===== config.mk =====
export PLATFORM = sky130hd
export DESIGN_NAME = fifo_sync_stream
export DESIGN_NICKNAME = d
export VERILOG_FILES = /design/src/rtl/fifo_sync_stream_pkg.sv /design/src/rtl/fifo_sync_mem.sv /design/src/rtl/fifo_sync_stream.sv
export SDC_FILE = /design/constraint.sdc
export NUM_CORES = 1
export LEC_CHECK = 0
export CORE_UTILIZATION = 55
export CTS_CLUSTER_DIAMETER = 80
export DETAILED_ROUTE_END_ITERATION = 6
export GPL_ROUTABILITY_DRIVEN = 0
export GPL_TIMING_DRIVEN = 0
export PLACE_DENSITY_LB_ADDON = 0.15
export SYNTH_ARGS = -nofsm -noshare
export SYNTH_HDL_FRONTEND = slang
export SYNTH_SLANG_ARGS = --single-unit

===== constraint.sdc =====
create_clock -name clk -period 6.25 [get_ports clk]
set_input_delay 0.625 -clock clk [delete_from_list [all_inputs] [get_ports clk]]
set_output_delay 0.625 -clock clk [all_outputs]
set_load 0.03 [all_outputs]

===== src/rtl/fifo_sync_stream_pkg.sv =====
// -----------------------------------------------------------------------------
// fifo_sync_stream_pkg
// Shared definitions for the synchronous streaming FIFO family: the legal
// depth/width window, the address-width derivation and the storage
// implementation selector used by fifo_sync_mem.
// -----------------------------------------------------------------------------
package fifo_sync_stream_pkg;

  localparam int cMIN_DEPTH = 4;
  localparam int cMAX_DEPTH = 65536;
  localparam int cMIN_WIDTH = 1;
  localparam int cMAX_WIDTH = 256;

  // Storage back-ends; only the RTL array is populated today.
  typedef enum logic {
    MEM_RTL         = 1'b0,
    MEM_XILINX_BRAM = 1'b1
  } memImplE;

  // A depth is legal when it is a power of two inside the supported window.
  function automatic bit isLegalDepth(input int depth);
    return (depth >= cMIN_DEPTH) && (depth <= cMAX_DEPTH) &&
           ((depth & (depth - 1)) == 0);
  endfunction

  function automatic bit isLegalWidth(input int width);
    return (width >= cMIN_WIDTH) && (width <= cMAX_WIDTH);
  endfunction

  function automatic int addrWidth(input int depth);
    return $clog2(depth);
  endfunction

endpackage


===== src/rtl/fifo_sync_mem.sv =====
// -----------------------------------------------------------------------------
// fifo_sync_mem
// Simple dual-port storage for the sync FIFOs: one synchronous write port and
// one asynchronous read port. Contents are never reset.
//
// Ports:
//   clk      in   clock
//   we_i     in   write enable
//   waddr_i  in   write address
//   wdata_i  in   write data
//   raddr_i  in   read address
//   rdata_o  out  read data, combinational from raddr_i
// -----------------------------------------------------------------------------
module fifo_sync_mem
  import fifo_sync_stream_pkg::*;
#(
  parameter int      pDATA_WIDTH = 8,
  parameter int      pADDR_WIDTH = 5,
  parameter memImplE pIMPL       = MEM_RTL
) (
  input  logic                   clk,
  input  logic                   we_i,
  input  logic [pADDR_WIDTH-1:0] waddr_i,
  input  logic [pDATA_WIDTH-1:0] wdata_i,
  input  logic [pADDR_WIDTH-1:0] raddr_i,
  output logic [pDATA_WIDTH-1:0] rdata_o
);

  if (pIMPL == MEM_RTL) begin : gRtl
    logic [pDATA_WIDTH-1:0] mem_q [0:(2**pADDR_WIDTH)-1];

    // Plain write port; the array is left unreset so it can map to RAM.
    always_ff @(posedge clk) begin
      if (we_i) begin
        mem_q[waddr_i] <= wdata_i;
      end
    end

    assign rdata_o = mem_q[raddr_i];
  end else begin : gBram
    // Hook for a vendor BRAM wrapper; not populated yet.
    $error("fifo_sync_mem: MEM_XILINX_BRAM variant is not available yet");
    assign rdata_o = '0;
  end

endmodule


===== src/rtl/fifo_sync_stream.sv =====
// -----------------------------------------------------------------------------
// fifo_sync_stream
// Single-clock FIFO between sample capture and the readout path. Power-of-two
// depth, exact fill count, programmable almost-full/almost-empty levels,
// synchronous flush, sticky overflow/underflow and a high-watermark.
//
// Ports (W = pADDR_WIDTH):
//   clk, rst_n            clock, asynchronous active-low reset
//   flush                 synchronous empty-the-FIFO command
//   clear_stats           clears overflow, underflow, max_count
//   wen, wdata            write request and data
//   full                  count == pDEPTH
//   almost_full_thresh    almost-full level (W+1 bits), 0 disables
//   almost_full           count >= almost_full_thresh
//   overflow              sticky: write attempted while full
//   ren, rdata            read request and data
//   empty                 count == 0
//   almost_empty_thresh   almost-empty level (W+1 bits)
//   almost_empty          count <= almost_empty_thresh
//   underflow             sticky: read attempted while empty
//   count                 fill level 0..pDEPTH
//   max_count             peak count since reset or clear_stats
// -----------------------------------------------------------------------------
module fifo_sync_stream
  import fifo_sync_stream_pkg::*;
#(
  parameter int pDATA_WIDTH  = 8,
  parameter int pDEPTH       = 32,
  parameter int pFALLTHROUGH = 0,
  // Derived from pDEPTH; leave at its default.
  parameter int pADDR_WIDTH  = addrWidth(pDEPTH)
) (
  input  logic                   clk,
  input  logic                   rst_n,
  input  logic                   flush,
  input  logic                   clear_stats,
  input  logic                   wen,
  input  logic [pDATA_WIDTH-1:0] wdata,
  output logic                   full,
  input  logic [pADDR_WIDTH:0]   almost_full_thresh,
  output logic                   almost_full,
  output logic                   overflow,
  input  logic                   ren,
  output logic [pDATA_WIDTH-1:0] rdata,
  output logic                   empty,
  input  logic [pADDR_WIDTH:0]   almost_empty_thresh,
  output logic                   almost_empty,
  output logic                   underflow,
  output logic [pADDR_WIDTH:0]   count,
  output logic [pADDR_WIDTH:0]   max_count
);

  if (!isLegalDepth(pDEPTH)) begin : gBadDepth
    $error("fifo_sync_stream: pDEPTH=%0d must be a power of two in 4..65536", pDEPTH);
  end
  if (!isLegalWidth(pDATA_WIDTH)) begin : gBadWidth
    $error("fifo_sync_stream: pDATA_WIDTH=%0d must be in 1..256", pDATA_WIDTH);
  end
  if (pADDR_WIDTH != addrWidth(pDEPTH)) begin : gBadAddr
    $error("fifo_sync_stream: pADDR_WIDTH must not be overridden");
  end

  localparam int PTR_W = pADDR_WIDTH + 1;
  localparam logic [PTR_W-1:0] cFULL_COUNT = PTR_W'(pDEPTH);

  logic [PTR_W-1:0]       wptr_q, wptr_d;
  logic [PTR_W-1:0]       rptr_q, rptr_d;
  logic [PTR_W-1:0]       max_count_q, max_count_d;
  logic                   overflow_q, overflow_d;
  logic                   underflow_q, underflow_d;
  logic [PTR_W-1:0]       countNow, countNext;
  logic                   fullNow, emptyNow;
  logic                   wrAccept, rdAccept;
  logic [pDATA_WIDTH-1:0] memRdata;

  // Fill level is the modular pointer difference; the extra wrap bit lets
  // full and empty be told apart without any pointer comparison.
  assign countNow = wptr_q - rptr_q;
  assign fullNow  = (countNow == cFULL_COUNT);
  assign emptyNow = (countNow == '0);

  // Accept/reject decisions use the pre-edge full/empty, so a read on a full
  // FIFO still blocks a simultaneous write and vice versa. Flush drops both
  // requests and suppresses the error flags for that cycle.
  always_comb begin
    wrAccept    = wen && !fullNow && !flush;
    rdAccept    = ren && !emptyNow && !flush;
    wptr_d      = wptr_q + PTR_W'(wrAccept);
    rptr_d      = rptr_q + PTR_W'(rdAccept);
    if (flush) begin
      wptr_d = '0;
      rptr_d = '0;
    end
    countNext   = wptr_d - rptr_d;
    overflow_d  = (wen && fullNow && !flush) || (overflow_q && !clear_stats);
    underflow_d = (ren && emptyNow && !flush) || (underflow_q && !clear_stats);
    max_count_d = max_count_q;
    if (clear_stats || (countNext > max_count_q)) begin
      max_count_d = countNext;
    end
  end

  always_ff @(posedge clk or negedge rst_n) begin
    if (!rst_n) begin
      wptr_q      <= '0;
      rptr_q      <= '0;
      max_count_q <= '0;
      overflow_q  <= 1'b0;
      underflow_q <= 1'b0;
    end else begin
      wptr_q      <= wptr_d;
      rptr_q      <= rptr_d;
      max_count_q <= max_count_d;
      overflow_q  <= overflow_d;
      underflow_q <= underflow_d;
    end
  end

  fifo_sync_mem #(
    .pDATA_WIDTH (pDATA_WIDTH),
    .pADDR_WIDTH (pADDR_WIDTH),
    .pIMPL       (MEM_RTL)
  ) uMem (
    .clk     (clk),
    .we_i    (wrAccept),
    .waddr_i (wptr_q[pADDR_WIDTH-1:0]),
    .wdata_i (wdata),
    .raddr_i (rptr_q[pADDR_WIDTH-1:0]),
    .rdata_o (memRdata)
  );

  if (pFALLTHROUGH != 0) begin : gFwft
    // Head of the queue is presented directly; meaningless while empty.
    assign rdata = memRdata;
  end else begin : gRegRead
    logic [pDATA_WIDTH-1:0] rdata_q;

    // Registered read holds its value across flushes and idle cycles.
    always_ff @(posedge clk or negedge rst_n) begin
      if (!rst_n) begin
        rdata_q <= '0;
      end else if (rdAccept) begin
        rdata_q <= memRdata;
      end
    end

    assign rdata = rdata_q;
  end

  assign count        = countNow;
  assign full         = fullNow;
  assign empty        = emptyNow;
  assign almost_full  = (almost_full_thresh != '0) && (countNow >= almost_full_thresh);
  assign almost_empty = (countNow <= almost_empty_thresh);
  assign overflow     = overflow_q;
  assign underflow    = underflow_q;
  assign max_count    = max_count_q;

endmodule


; ---- After elaboration in Yosys (flattened, before gate mapping)
; Memories as Yosys holds them, arrays and structs flattened. A register that Yosys moved wholly into a read port is not among the register bits.
; Index checks and enable logic that the tools add are counted.
[totals]
ff_bits = 20
mem_bits_rw = 256
output_inout_bits = 26
word_cells = 39
n_memories = 1
[mem_list]
columns = name, words, width, read_ports, rd_clocked_by_memory_dff, write_ports, line
row1 = uMem.gRtl.mem_q, 32, 8, 1, 1, 1, fifo_sync_mem.sv:30  ; logic [pDATA_WIDTH-1:0] mem_q [0:(2**pADDR_WIDTH)-1];
[classes]
add_sub_neg = 4
n_lt_le_gt_ge = 3
n_eq_ne = 1
muxes = 4
reduce_logical = 21
[ops]
columns = operator, count
row1 = $add 6x1->6, 2
row2 = $mux 6, 2
row3 = $sub 6x6->6, 2
row4 = $logic_and 1x1->1, 11
row5 = $eq 6x6->1 const B, 1
row6 = $ge 6x6->1, 1
row7 = $gt 6x6->1, 1
row8 = $le 6x6->1, 1
row9 = $logic_not 6->1, 1
row10 = $reduce_bool 6->1, 1
row11 = $logic_not 1->1, 5
row12 = $logic_or 1x1->1, 3
row13 = $mux 1, 2

; ---- Logic depth before layout (Yosys ltp)
; Gate-level depths: netlist of run 1.
[depth]
ltp_word = 10
depth_mapped = 28
mapped_depth_nobuf = 26

; ---- Cells and area by module
; Synthesis of run 1 repeated with hierarchy kept, for this count alone.
[unflattened]
cells_unflattened = 617
hier_area_um2 = 12017.8
[by_module_without_submodules]
columns = mod, instances, cells_per_inst, area_each_um2
row1 = fifo_sync_mem, 1, 409, 9893.2
row2 = fifo_sync_stream, 1, 208, 2124.5

; ---- Worst setup path after synthesis of run 1
; No wires, ideal clock.
[synth_timing]
path_kind = reg-to-reg
start = reg rptr_q[2]
end = reg max_count_q[1] (netlist: max_count[1])
setup_ns = 0.125
t_arrival_ns = 6.256
setup_slack_ns = -0.131
path_stages_with_launch = 26
path_buffers = 3
path_cell_list = dfrtp_1 clkbuf_1 clkinv_1 buf_1 ha_1 a21o_1 a21oi_1 xnor2_1 nor3_1 a211o_2 clkbuf_1 inv_1 ha_1 ha_1 nor2b_1 ha_1 nor2b_1 o21ai_0 nand3_1 a311o_1 xnor3_1 ha_1 nand2_1 o21ai_0 o21ai_1 mux2_2
[synth_via]
elab_chain_cells = 10
elab_cells_between_ends = 16
[synth_rtl]
columns = element, line
row1 = "start, declared", fifo_sync_stream.sv:67  ; logic [PTR_W-1:0] rptr_q, rptr_d;
row2 = "start signal, assigned", fifo_sync_stream.sv:112  ; rptr_q <= rptr_d;
row3 = $sub 6x6->6, fifo_sync_stream.sv:78  ; assign countNow = wptr_q - rptr_q;
row4 = named net count[4], fifo_sync_stream.sv:49  ; output logic [pADDR_WIDTH:0] count,
row5 = $eq 6x6->1, fifo_sync_stream.sv:79  ; assign fullNow = (countNow == cFULL_COUNT);
row6 = $logic_not 1->1, fifo_sync_stream.sv:86  ; wrAccept = wen && !fullNow && !flush;
row7 = $logic_and 1x1->1 (2 in series), fifo_sync_stream.sv:86
row8 = $add 6x1->6, fifo_sync_stream.sv:88  ; wptr_d = wptr_q + PTR_W'(wrAccept);
row9 = $mux 6, fifo_sync_stream.sv:90  ; if (flush) begin
row10 = named net wptr_d[1], fifo_sync_stream.sv:66  ; logic [PTR_W-1:0] wptr_q, wptr_d;
row11 = $sub 6x6->6, fifo_sync_stream.sv:94  ; countNext = wptr_d - rptr_d;
row12 = named net countNext[5], fifo_sync_stream.sv:71  ; logic [PTR_W-1:0] countNow, countNext;
row13 = $gt 6x6->1, fifo_sync_stream.sv:98  ; if (clear_stats || (countNext > max_count_q)) begin
row14 = $logic_or 1x1->1, fifo_sync_stream.sv:98
row15 = "end signal, assigned", fifo_sync_stream.sv:113  ; max_count_q <= max_count_d;
row16 = "end, declared", fifo_sync_stream.sv:68  ; logic [PTR_W-1:0] max_count_q, max_count_d;
; The timed path passes the listed nets, and every way through them passes these cells.
; A chain may end at the register's enable or synchronous reset.

; ---- Worst setup path in the final report of run 1
[layout_timing]
start = reg rptr_q[1]
end = reg max_count_q[5] (netlist: max_count[5])
[layout_via]
elab_chain_cells = 10
elab_cells_between_ends = 16
[layout_rtl]
columns = element, line
row1 = $sub 6x6->6, fifo_sync_stream.sv:78
row2 = $eq 6x6->1, fifo_sync_stream.sv:79
row3 = $logic_not 1->1, fifo_sync_stream.sv:86
row4 = $logic_and 1x1->1 (2 in series), fifo_sync_stream.sv:86
row5 = $add 6x1->6, fifo_sync_stream.sv:88
row6 = $mux 6, fifo_sync_stream.sv:90
row7 = named net wptr_d[1], fifo_sync_stream.sv:66
row8 = $sub 6x6->6, fifo_sync_stream.sv:94
row9 = named net countNext[3], fifo_sync_stream.sv:71
row10 = $gt 6x6->1, fifo_sync_stream.sv:98
row11 = $logic_or 1x1->1, fifo_sync_stream.sv:98
; The timed path passes the listed nets, and every way through them passes these cells.

==> flow_summary.html, run 1 <==
<table>
<tr><th>Metric</th><th>Value</th></tr>
<tr><th colspan="2">Die</th></tr>
<tr><td>Initial cell density of the core</td><td>56.6%</td></tr>
<tr><td>Die outline area</td><td>approximately 23000 sq um</td></tr>
<tr><td>Top-level I/O count</td><td>52</td></tr>
<tr><td>Floorplan row count</td><td>53</td></tr>
<tr><td>Standard cell core area</td><td>21300 sq um</td></tr>
<tr><td>Die extent in y</td><td>150 um</td></tr>
<tr><td>X dimension of the die</td><td>150 um</td></tr>
<tr><th colspan="2">Cells and area</th></tr>
<tr><td>Area growth from synthesis to final layout</td><td>15.8%</td></tr>
<tr><td>Non-filler cells in the finished layout</td><td>about 1.0k</td></tr>
<tr><td>Post-route design area</td><td>roughly 14000 sq um</td></tr>
<tr><td>Nets@finish</td><td>808</td></tr>
<tr><td>Proportion of layout cells with a drive suffix above 1</td><td>21.5%</td></tr>
<tr><td>Number of antenna diodes</td><td>0</td></tr>
<tr><th colspan="2">Timing</th></tr>
<tr><td>Count of final setup violators</td><td>0</td></tr>
<tr><td>Fin Clk Skew</td><td>~0.0069 ns</td></tr>
<tr><td>Setup repair after global routing missed its margin</td><td>false</td></tr>
<tr><td>Relative slew slack</td><td>between 10% and 20%</td></tr>
<tr><td>Peak Freq</td><td>171 MHz</td></tr>
<tr><td>Final Cycle Share</td><td>93.5%</td></tr>
<tr><td>Final Slew Violations</td><td>0</td></tr>
<tr><td>Pin slew with the least headroom to its limit</td><td>1.34 ns</td></tr>
<tr><td>Min cycle time layout</td><td>5.85 ns</td></tr>
<tr><td>Count of endpoints failing hold in the final timing report</td><td>0</td></tr>
<tr><th colspan="2">Global routing</th></tr>
<tr><td>Number of antenna violations at the first check in global routing</td><td>0</td></tr>
<tr><td>Overall overflow remaining after global route</td><td>0</td></tr>
<tr><td>Total global routing track utilization</td><td>a little under a quarter</td></tr>
<tr><td>Largest net degree at the start of global routing</td><td>33</td></tr>
<tr><td>Global-route wire length before repair</td><td>38200 um</td></tr>
<tr><td>Number of global-route vias before repair</td><td>6536</td></tr>
<tr><th colspan="2">Detailed routing</th></tr>
<tr><td>DRT antenna net count</td><td>0</td></tr>
<tr><td>DRC marker count from the first detailed-route iteration</td><td>just under 700</td></tr>
<tr><td>Met1 WL</td><td>between 10000 and 15000 um</td></tr>
<tr><td>Post-detailed-route via-to-cell ratio</td><td>6.11</td></tr>
<tr><td>Top routing layer used</td><td>met4</td></tr>
<tr><td>DRC violation count after routing</td><td>0</td></tr>
<tr><td>Router iterations before antenna repair</td><td>5</td></tr>
<tr><td>Via total after detailed routing</td><td>about 6.4k</td></tr>
<tr><td>Routed wire length</td><td>roughly 25000 um</td></tr>
<tr><td>Routed wl met3</td><td>1500 um</td></tr>
<tr><td>Sum of met2 wire segment lengths after detailed routing</td><td>12300 um</td></tr>
<tr><td>DR WL/cell</td><td>23.9 um</td></tr>
<tr><th colspan="2">Placed design</th></tr>
<tr><td>PortBufs</td><td>51</td></tr>
<tr><td>Area after detailed placement</td><td>13000 sq um</td></tr>
<tr><td>Number of placed cells counting well taps</td><td>~1000</td></tr>
<tr><td>Total half-perimeter wirelength after legalization and detailed placement</td><td>17200 um</td></tr>
<tr><th colspan="2">Critical path</th></tr>
<tr><td>R2R Path End</td><td>max_count[5]</td></tr>
<tr><td>Critical Path Fanout Max</td><td>10</td></tr>
<tr><td>Critical path endpoint category</td><td>register</td></tr>
<tr><td>Worst Setup Start Kind</td><td>register</td></tr>
<tr><td>Termination of the worst setup path</td><td>max_count[5]</td></tr>
<tr><td>Origin of the worst setup path</td><td>rptr_q[1]</td></tr>
<tr><td>R2R setup slack</td><td>0.40 ns</td></tr>
<tr><td>Data required time at the worst endpoint</td><td>6.66 ns</td></tr>
<tr><td>Number of cells traversed by the worst register-to-register path</td><td>25</td></tr>
<tr><td>Crit Reg-Reg Startpoint</td><td>rptr_q[1]</td></tr>
<tr><td>Classification of the worst setup path</td><td>register to register</td></tr>
<tr><td>Data arrival time of the worst path</td><td>6.26 ns</td></tr>
<tr><th colspan="2">Clock network</th></tr>
<tr><td>Clock tree from TritonCTS</td><td>done</td></tr>
<tr><td>H-tree depth</td><td>1</td></tr>
<tr><td>Number of buffers inserted by hold repair at cts</td><td>0</td></tr>
<tr><td>Total clock buffers created by CTS</td><td>28</td></tr>
<tr><td>Clk pin slew, worst setup/hold paths</td><td>roughly 0.06 ns</td></tr>
<tr><td>Clock insertion delay at the later pin of the skew report</td><td>0.54 ns</td></tr>
<tr><td>Clock sink count</td><td>284</td></tr>
<tr><td>Clock root buffer master</td><td>clkbuf_16</td></tr>
<tr><td>Number of buffers between clock root and the deepest sink</td><td>3</td></tr>
<tr><th colspan="2">Power and ir drop</th></tr>
<tr><td>PwrDens</td><td>361 nW/um^2</td></tr>
<tr><td>Lkg Pwr</td><td>4.73 nW</td></tr>
<tr><td>Highest ir drop seen on vdd</td><td>0.000219 V</td></tr>
<tr><th colspan="2">Yosys</th></tr>
<tr><td>Share of synthesized area occupied by flip-flops and latches</td><td>a little over two thirds</td></tr>
<tr><td>Post-synthesis cell area</td><td>12100 sq um</td></tr>
<tr><td>Number of unique standard cell types used by synthesis</td><td>54</td></tr>
<tr><td>Main synth FF type</td><td>edfxtp_1</td></tr>
<tr><td>Post-synthesis sequential element count</td><td>~280</td></tr>
<tr><td>Async set-or-reset flop fraction in the synthesized netlist</td><td>9.86%</td></tr>
<tr><td>Largest cells by area after synthesis</td><td>edfxtp_1 64%, mux4_2 12%, dfrtp_1 5.8%</td></tr>
<tr><td>Post-synthesis net count</td><td>723</td></tr>
<tr><td>Synthesized netlist cell count</td><td>664</td></tr>
<tr><td>Cell type with the highest aggregate area in the netlist</td><td>edfxtp_1</td></tr>
<tr><td>Post-synth EDFFs</td><td>256</td></tr>
<tr><td>Most frequently used cell type in the post-synthesis netlist</td><td>edfxtp_1</td></tr>
<tr><td>Synth warn</td><td>0</td></tr>
<tr><td>Synth Area per Inst</td><td>~18 sq um</td></tr>
<tr><td>Fraction of post-synthesis cell area in the top cell type by area</td><td>between 60 and 70%</td></tr>
<tr><td>Top cells by count, synth</td><td>256 x edfxtp_1, 65 x mux4_2, 34 x inv_1</td></tr>
<tr><th colspan="2">Outcome</th></tr>
<tr><td>Run status</td><td>finished, final reports clean</td></tr>
<tr><th colspan="2">Worst hold path</th></tr>
<tr><td>Worst min-delay path class</td><td>input pin to async pin</td></tr>
<tr><th colspan="2">Run</th></tr>
<tr><td>Max-cap violations</td><td>0</td></tr>
</table>
## cells in the final DEF, fill, tap and decap left out, types with 10 or more instances in the layout
cell type	count
edfxtp_1	256
mux4_2	65
clkdlybuf4s50_1	50
inv_1	34
ha_1	31
clkbuf_16	29
dfrtp_1	27
nand2_1	24
nor3_1	24
mux2i_1	21
clkbuf_1	20
nor2_1	18
mux2_2	14
buf_4	10
a221oi_1	10
## registers in the layout, summed over array words and instances (netlist names)
signal,flops
max_count,6
overflow,1
rdata,8
rptr_q,6
uMem.gRtl.mem_q,256
underflow,1
wptr_q,6
## critical path, stage by stage, from the launching register on
cell and delay (ns):
dfrtp_1 0.43, buf_6 0.19, buf_4 0.23, inv_1 0.13
fa_1 0.48, a21o_1 0.21, a21oi_1 0.22, xnor2_2 0.24
nor3_2 0.09, a211o_2 0.37, inv_1 0.09, ha_1 0.15
ha_1 0.22, nor2b_2 0.19, ha_1 0.30, nor2b_1 0.13
o21ai_1 0.20, nand2_1 0.10, xnor2_1 0.24, xnor2_2 0.18
ha_1 0.29, a21oi_1 0.16, o21ai_0 0.10, a211oi_1 0.30
o21ai_2 0.18, mux2_2 0.30
## cell type report
cell class	instances	area, sq um
Clock buffer	37	756
Multi-Input combinational cell	314	3500
Buffer	25	119
Inverter	37	140
Fill cell	1457	7330
Tap cell	275	344
Clock inverter	15	146
Timing Repair Buffer	59	566
Sequential cell	284	8390
## what timing repair did
action	4_1_cts	5_1_grt
pin swaps	2	2
setup buffers	3	0
resized for setup	8	7
setup endpoints to repair	6	6
hold endpoints to repair	0	0
## per-stage QoR
stage	utilization [%]	setup WS, ns	setup TNS, ns	hold slack, ns	power (mW)
floorplan	-	0.0635	0	0.329	3.03
global placement	60.7	-1.03	-5.96	0.476	3.39
detailed placement	61.1	-1.16	-6.73	0.487	3.43
CTS	65.5	0.0423	0	0.501	5.07
global route	65.6	0.00321	0	0.164	5.24
finish	65.6	0.404	0	0.120	5.05
## power by group
group / leakage, nW / internal (mW) / switching, mW / total [mW]
Clock: 0.443 / 0.972 / 0.673 / 1.65
Combinational: 1.62 / 0.574 / 0.662 / 1.24
Sequential: 2.67 / 2.13 / 0.0351 / 2.16
Total: 4.73 / 3.68 / 1.37 / 5.05
## logic make-up (layout without fill, tap and decap cells)
| logic type | after synthesis | in the layout | share of synthesized area, % |
|---|---|---|---|
| mux | 100 | 100 | 15.2 |
| flops | 284 | 284 | 69.6 |
| simple gates | 106 | 106 | 4.36 |
| fa+ha+maj | 34 | 34 | 3.63 |
| buf+inv | 66 | 173 | 2.18 |
| compound gates | 58 | 58 | 3.73 |
| xor+xnor | 16 | 16 | 1.34 |
## routing by layer
layer | up-vias | track usage (%)
li1 | 2829 | -
met1 | 3275 | 32.8
met2 | 247 | 38.7
met3 | 41 | 3.17
met4 | 0 | 7.02
met5 | - | 0
## how the worst min path moves through the flow
stage             start  slack [ns]            to  cells after the start
2_1_floorplan     rst_n        0.33  max_count[0]                      0
3_3_place_gp   overflow        0.48      overflow                      1
3_5_place_dp   overflow        0.49      overflow                      1
4_1_cts        overflow        0.50      overflow                      1
5_1_grt           rst_n        0.16      overflow                      1
6_report          rst_n        0.12     wptr_q[3]                      1
Note: power is estimated with default switching activity, not from simulation.
==> run 2: changes to the inputs <==
Settings changed: GPL_TIMING_DRIVEN 0 to default.
==> run 2 against run 1 <==
Net effect: non-clock buffer count is 2 higher; sequential power hardly changed; die area stayed put; sequential share of layout area is 0.11 points lower; hold slack better by 0.36 ns; critical path type unchanged; count of clock-buffer cells in the layout is 1 lower; final area is 0.23% higher; clock power hardly changed; utilization is 0.15 points higher; maximum frequency is 1.3% higher.
==> flow_summary.html, run 2 (same netlist as run 1, synthesis figures left out) <==
<table>
<tr><th>Metric</th><th>Value</th></tr>
<tr><th colspan="2">Critical path</th></tr>
<tr><td>Data arrival time of the worst path</td><td>6.19 ns (-0.07 ns)</td></tr>
<tr><td>Critical Path Fanout Max</td><td>6 (-4)</td></tr>
<tr><td>R2R setup slack</td><td>0.48 ns (+0.08 ns)</td></tr>
<tr><td>Worst Setup Start Kind</td><td>register</td></tr>
<tr><td>List of cells traversed by the critical path</td><td>inv_1, ha_1, inv_1, fa_1, a21o_1, a21oi_1, xnor2_2, nor3_1, a211o_2, inv_1, ha_1, ha_1, nor2b_1, ha_1, nor2b_1, o21ai_0, nand3_1, a311o_1, xnor3_1, ha_1, nand2_1, o21ai_0, o21ai_1, mux2_2</td></tr>
<tr><td>Slowest cell on crit path</td><td>o21ai_1</td></tr>
<tr><td>CP top delay family</td><td>compound AO/OA/AOI/OAI gates</td></tr>
<tr><td>Termination of the worst setup path</td><td>max_count[1]</td></tr>
<tr><td>R2R Path End</td><td>max_count[1]</td></tr>
<tr><td>Path length in cells of the critical path</td><td>24 (-4.0%)</td></tr>
<tr><td>Crit Reg-Reg Startpoint</td><td>wptr_q[0]</td></tr>
<tr><td>Number of cells traversed by the worst register-to-register path</td><td>24 (-4.0%)</td></tr>
<tr><td>Delay of the slowest cell on the worst path</td><td>0.47 ns (about the same)</td></tr>
<tr><td>Origin of the worst setup path</td><td>wptr_q[0]</td></tr>
<tr><td>Classification of the worst setup path</td><td>register to register</td></tr>
<tr><td>Most common cell type on the critical path</td><td>ha_1</td></tr>
<tr><td>Number of buffers and inverters on the critical path</td><td>3 (-1)</td></tr>
<tr><td>Critical path endpoint category</td><td>register</td></tr>
<tr><td>Data required time at the worst endpoint</td><td>6.67 ns (about the same)</td></tr>
<tr><th colspan="2">Timing</th></tr>
<tr><td>Min cycle time layout</td><td>5.77 ns (-0.0771 ns)</td></tr>
<tr><td>Fin Clk Skew</td><td>0.0103 ns (+0.00337 ns)</td></tr>
<tr><td>Count of final setup violators</td><td>0 (unchanged)</td></tr>
<tr><td>Count of endpoints failing hold in the final timing report</td><td>0 (unchanged)</td></tr>
<tr><td>Setup repair after global routing missed its margin</td><td>false</td></tr>
<tr><td>Final Cycle Share</td><td>92.3% (-1.2 points)</td></tr>
<tr><td>Relative slew slack</td><td>12.9% (+2.7 points)</td></tr>
<tr><td>Pin slew with the least headroom to its limit</td><td>1.30 ns (-0.0458 ns)</td></tr>
<tr><td>Final Slew Violations</td><td>0 (unchanged)</td></tr>
<tr><td>Peak Freq</td><td>173 MHz (+1.3%)</td></tr>
<tr><td>Setup TNS Final</td><td>0 ns (unchanged)</td></tr>
<tr><th colspan="2">Cells and area</th></tr>
<tr><td>Proportion of layout cells with a drive suffix above 1</td><td>21.9% (+0.42 points)</td></tr>
<tr><td>Number of antenna diodes</td><td>0 (unchanged)</td></tr>
<tr><td>Filler Cell Count</td><td>1393 (-4.4%)</td></tr>
<tr><td>Number of flip-flops in the largest register</td><td>256 (unchanged)</td></tr>
<tr><td>Register with the most flip-flops</td><td>uMem.gRtl.mem_q</td></tr>
<tr><td>Nets@finish</td><td>811 (+0.37%)</td></tr>
<tr><td>Area growth from synthesis to final layout</td><td>16.1%</td></tr>
<tr><td>Leading cell type in the layout, fill and taps excluded</td><td>edfxtp_1</td></tr>
<tr><td>Commonest non-fill, non-tap cells in the layout</td><td>256 x edfxtp_1, 65 x mux4_2, 51 x clkdlybuf4s50_1</td></tr>
<tr><th colspan="2">Detailed routing</th></tr>
<tr><td>DRC violation count after routing</td><td>0 (unchanged)</td></tr>
<tr><td>DR WL/cell</td><td>24.4 um (+2.5%)</td></tr>
<tr><td>Post-detailed-route via-to-cell ratio</td><td>6.19 (+1.4%)</td></tr>
<tr><td>DRC marker count from the first detailed-route iteration</td><td>611 (-12%)</td></tr>
<tr><td>Via total after detailed routing</td><td>6473 (+1.3%)</td></tr>
<tr><td>DRT antenna net count</td><td>0 (unchanged)</td></tr>
<tr><td>Router iterations before antenna repair</td><td>5 (unchanged)</td></tr>
<tr><td>Routed wire length</td><td>25500 um (+2.4%)</td></tr>
<tr><th colspan="2">Die</th></tr>
<tr><td>Top-level I/O count</td><td>52 (unchanged)</td></tr>
<tr><td>Die outline area</td><td>22500 sq um (unchanged)</td></tr>
<tr><td>Initial cell density of the core</td><td>56.6% (unchanged)</td></tr>
<tr><td>X dimension of the die</td><td>150 um (unchanged)</td></tr>
<tr><td>Die extent in y</td><td>150 um (unchanged)</td></tr>
<tr><td>Floorplan row count</td><td>53 (unchanged)</td></tr>
<tr><td>Standard cell core area</td><td>21300 sq um (unchanged)</td></tr>
<tr><th colspan="2">Clock network</th></tr>
<tr><td>Clock tree from TritonCTS</td><td>done</td></tr>
<tr><td>Clk pin slew, worst setup/hold paths</td><td>0.06 ns (about the same)</td></tr>
<tr><td>Post-CTS resize count</td><td>0 (-8)</td></tr>
<tr><td>Number of buffers between clock root and the deepest sink</td><td>3 (unchanged)</td></tr>
<tr><td>H-tree depth</td><td>1 (unchanged)</td></tr>
<tr><td>Clock insertion delay at the later pin of the skew report</td><td>0.53 ns (about the same)</td></tr>
<tr><td>Number of buffers inserted by hold repair at cts</td><td>0 (unchanged)</td></tr>
<tr><td>Clock root buffer master</td><td>clkbuf_16</td></tr>
<tr><td>Clock sink count</td><td>284 (unchanged)</td></tr>
<tr><td>Total clock buffers created by CTS</td><td>29 (+3.6%)</td></tr>
<tr><td>Setup Buffers After CTS</td><td>0 (-3)</td></tr>
<tr><th colspan="2">Global routing</th></tr>
<tr><td>Overall overflow remaining after global route</td><td>0 (unchanged)</td></tr>
<tr><td>Total global routing track utilization</td><td>24.1% (+0.67 points)</td></tr>
<tr><td>Largest net degree at the start of global routing</td><td>58 (+76%)</td></tr>
<tr><td>Number of global-route vias before repair</td><td>6663 (+1.9%)</td></tr>
<tr><td>Number of antenna violations at the first check in global routing</td><td>0 (unchanged)</td></tr>
<tr><td>Global-route wire length before repair</td><td>39600 um (+3.8%)</td></tr>
<tr><th colspan="2">Worst hold path</th></tr>
<tr><td>Worst min-delay path class</td><td>input pin to async pin</td></tr>
<tr><th colspan="2">Outcome</th></tr>
<tr><td>Run status</td><td>finished, final reports clean</td></tr>
<tr><th colspan="2">Power and ir drop</th></tr>
<tr><td>PwrDens</td><td>362 nW/um^2 (+0.22%)</td></tr>
<tr><td>Highest ir drop seen on vdd</td><td>0.000184 V (-16%)</td></tr>
<tr><td>Lkg Pwr</td><td>4.78 nW (+1.1%)</td></tr>
<tr><td>Tot Pwr</td><td>5.07 mW (+0.45%)</td></tr>
<tr><th colspan="2">Run</th></tr>
<tr><td>Max-cap violations</td><td>0 (unchanged)</td></tr>
<tr><th colspan="2">Placed design</th></tr>
<tr><td>Total half-perimeter wirelength after legalization and detailed placement</td><td>16800 um (-2.3%)</td></tr>
<tr><td>PortBufs</td><td>51 (unchanged)</td></tr>
</table>
## run 2: changes by cell type in the layout (fill, tap and decap cells not counted), sizes merged
| cell | previous run | this run |
|---|---|---|
| clkdlybuf4s50 | 50 | 51 |
| buf | 22 | 35 |
| clkinv | 13 | 8 |
| clkinvlp | 0 | 3 |
| clkbuf | 49 | 36 |
| bufinv | 3 | 4 |
| inv | 36 | 35 |
## run 2: how the worst min path moves through the flow
stage / from / end / cells past startpoint
detailed placement: overflow / overflow / 1
finish: rst_n / rptr_q[5] / 2
global placement: overflow / overflow / 1
floorplan: rst_n / max_count[0] / 0
CTS: rst_n / rptr_q[5] / 2
global route: rst_n / overflow / 2
## run 2: worst reg2reg max path, cell delays in order (launching register included)
cell	delay (ns)
dfrtp_1	0.37
inv_1	0.07
ha_1	0.15
inv_1	0.06
fa_1	0.41
a21o_1	0.20
a21oi_1	0.22
xnor2_2	0.15
nor3_1	0.31
a211o_2	0.20
inv_1	0.06
ha_1	0.18
ha_1	0.26
nor2b_1	0.29
ha_1	0.28
nor2b_1	0.12
o21ai_0	0.29
nand3_1	0.14
a311o_1	0.38
xnor3_1	0.21
ha_1	0.30
nand2_1	0.06
o21ai_0	0.09
o21ai_1	0.47
mux2_2	0.41
## run 2: layout make-up
cell class	instances	area, sq um	area share (%)
clock buffer	36	752	5.37
clock inverter	13	170	1.22
sequential	284	8390	60.0
timing repair buffer	86	773	5.53
multi-input combinational	314	3420	24.4
tap	275	344	2.46
inverter	37	139	0.993
## run 2: per-layer routing
metal / routed length [um] / up-vias / global-route usage (%)
li1: - / 2831 / -
met1: 11100 / 3378 / 34.6
met4: 436 / 0 / 5.51
met3: 1430 / 43 / 3.14
met5: 0 / - / 0
met2: 12600 / 221 / 39.7
## run 2: power by group
group          leakage (nW)  internal, mW  switching (mW)
sequential             2.67          2.13          0.0430
combinational          1.67         0.561           0.651
clock                 0.441          1.01           0.672
## run 2: through the flow
step	instance area, sq um	std cells	setup WS, ns	hold WS (ns)	util, %
after floorplan	12100	664	0.0635	0.329	-
after global placement	13100	996	0.724	0.481	61.4
after detailed placement	13100	996	0.512	0.486	61.4
after CTS	14000	1045	0.474	0.486	65.7
after global routing	14000	1045	0.121	0.514	65.7
final	14000	1045	0.481	0.479	65.7
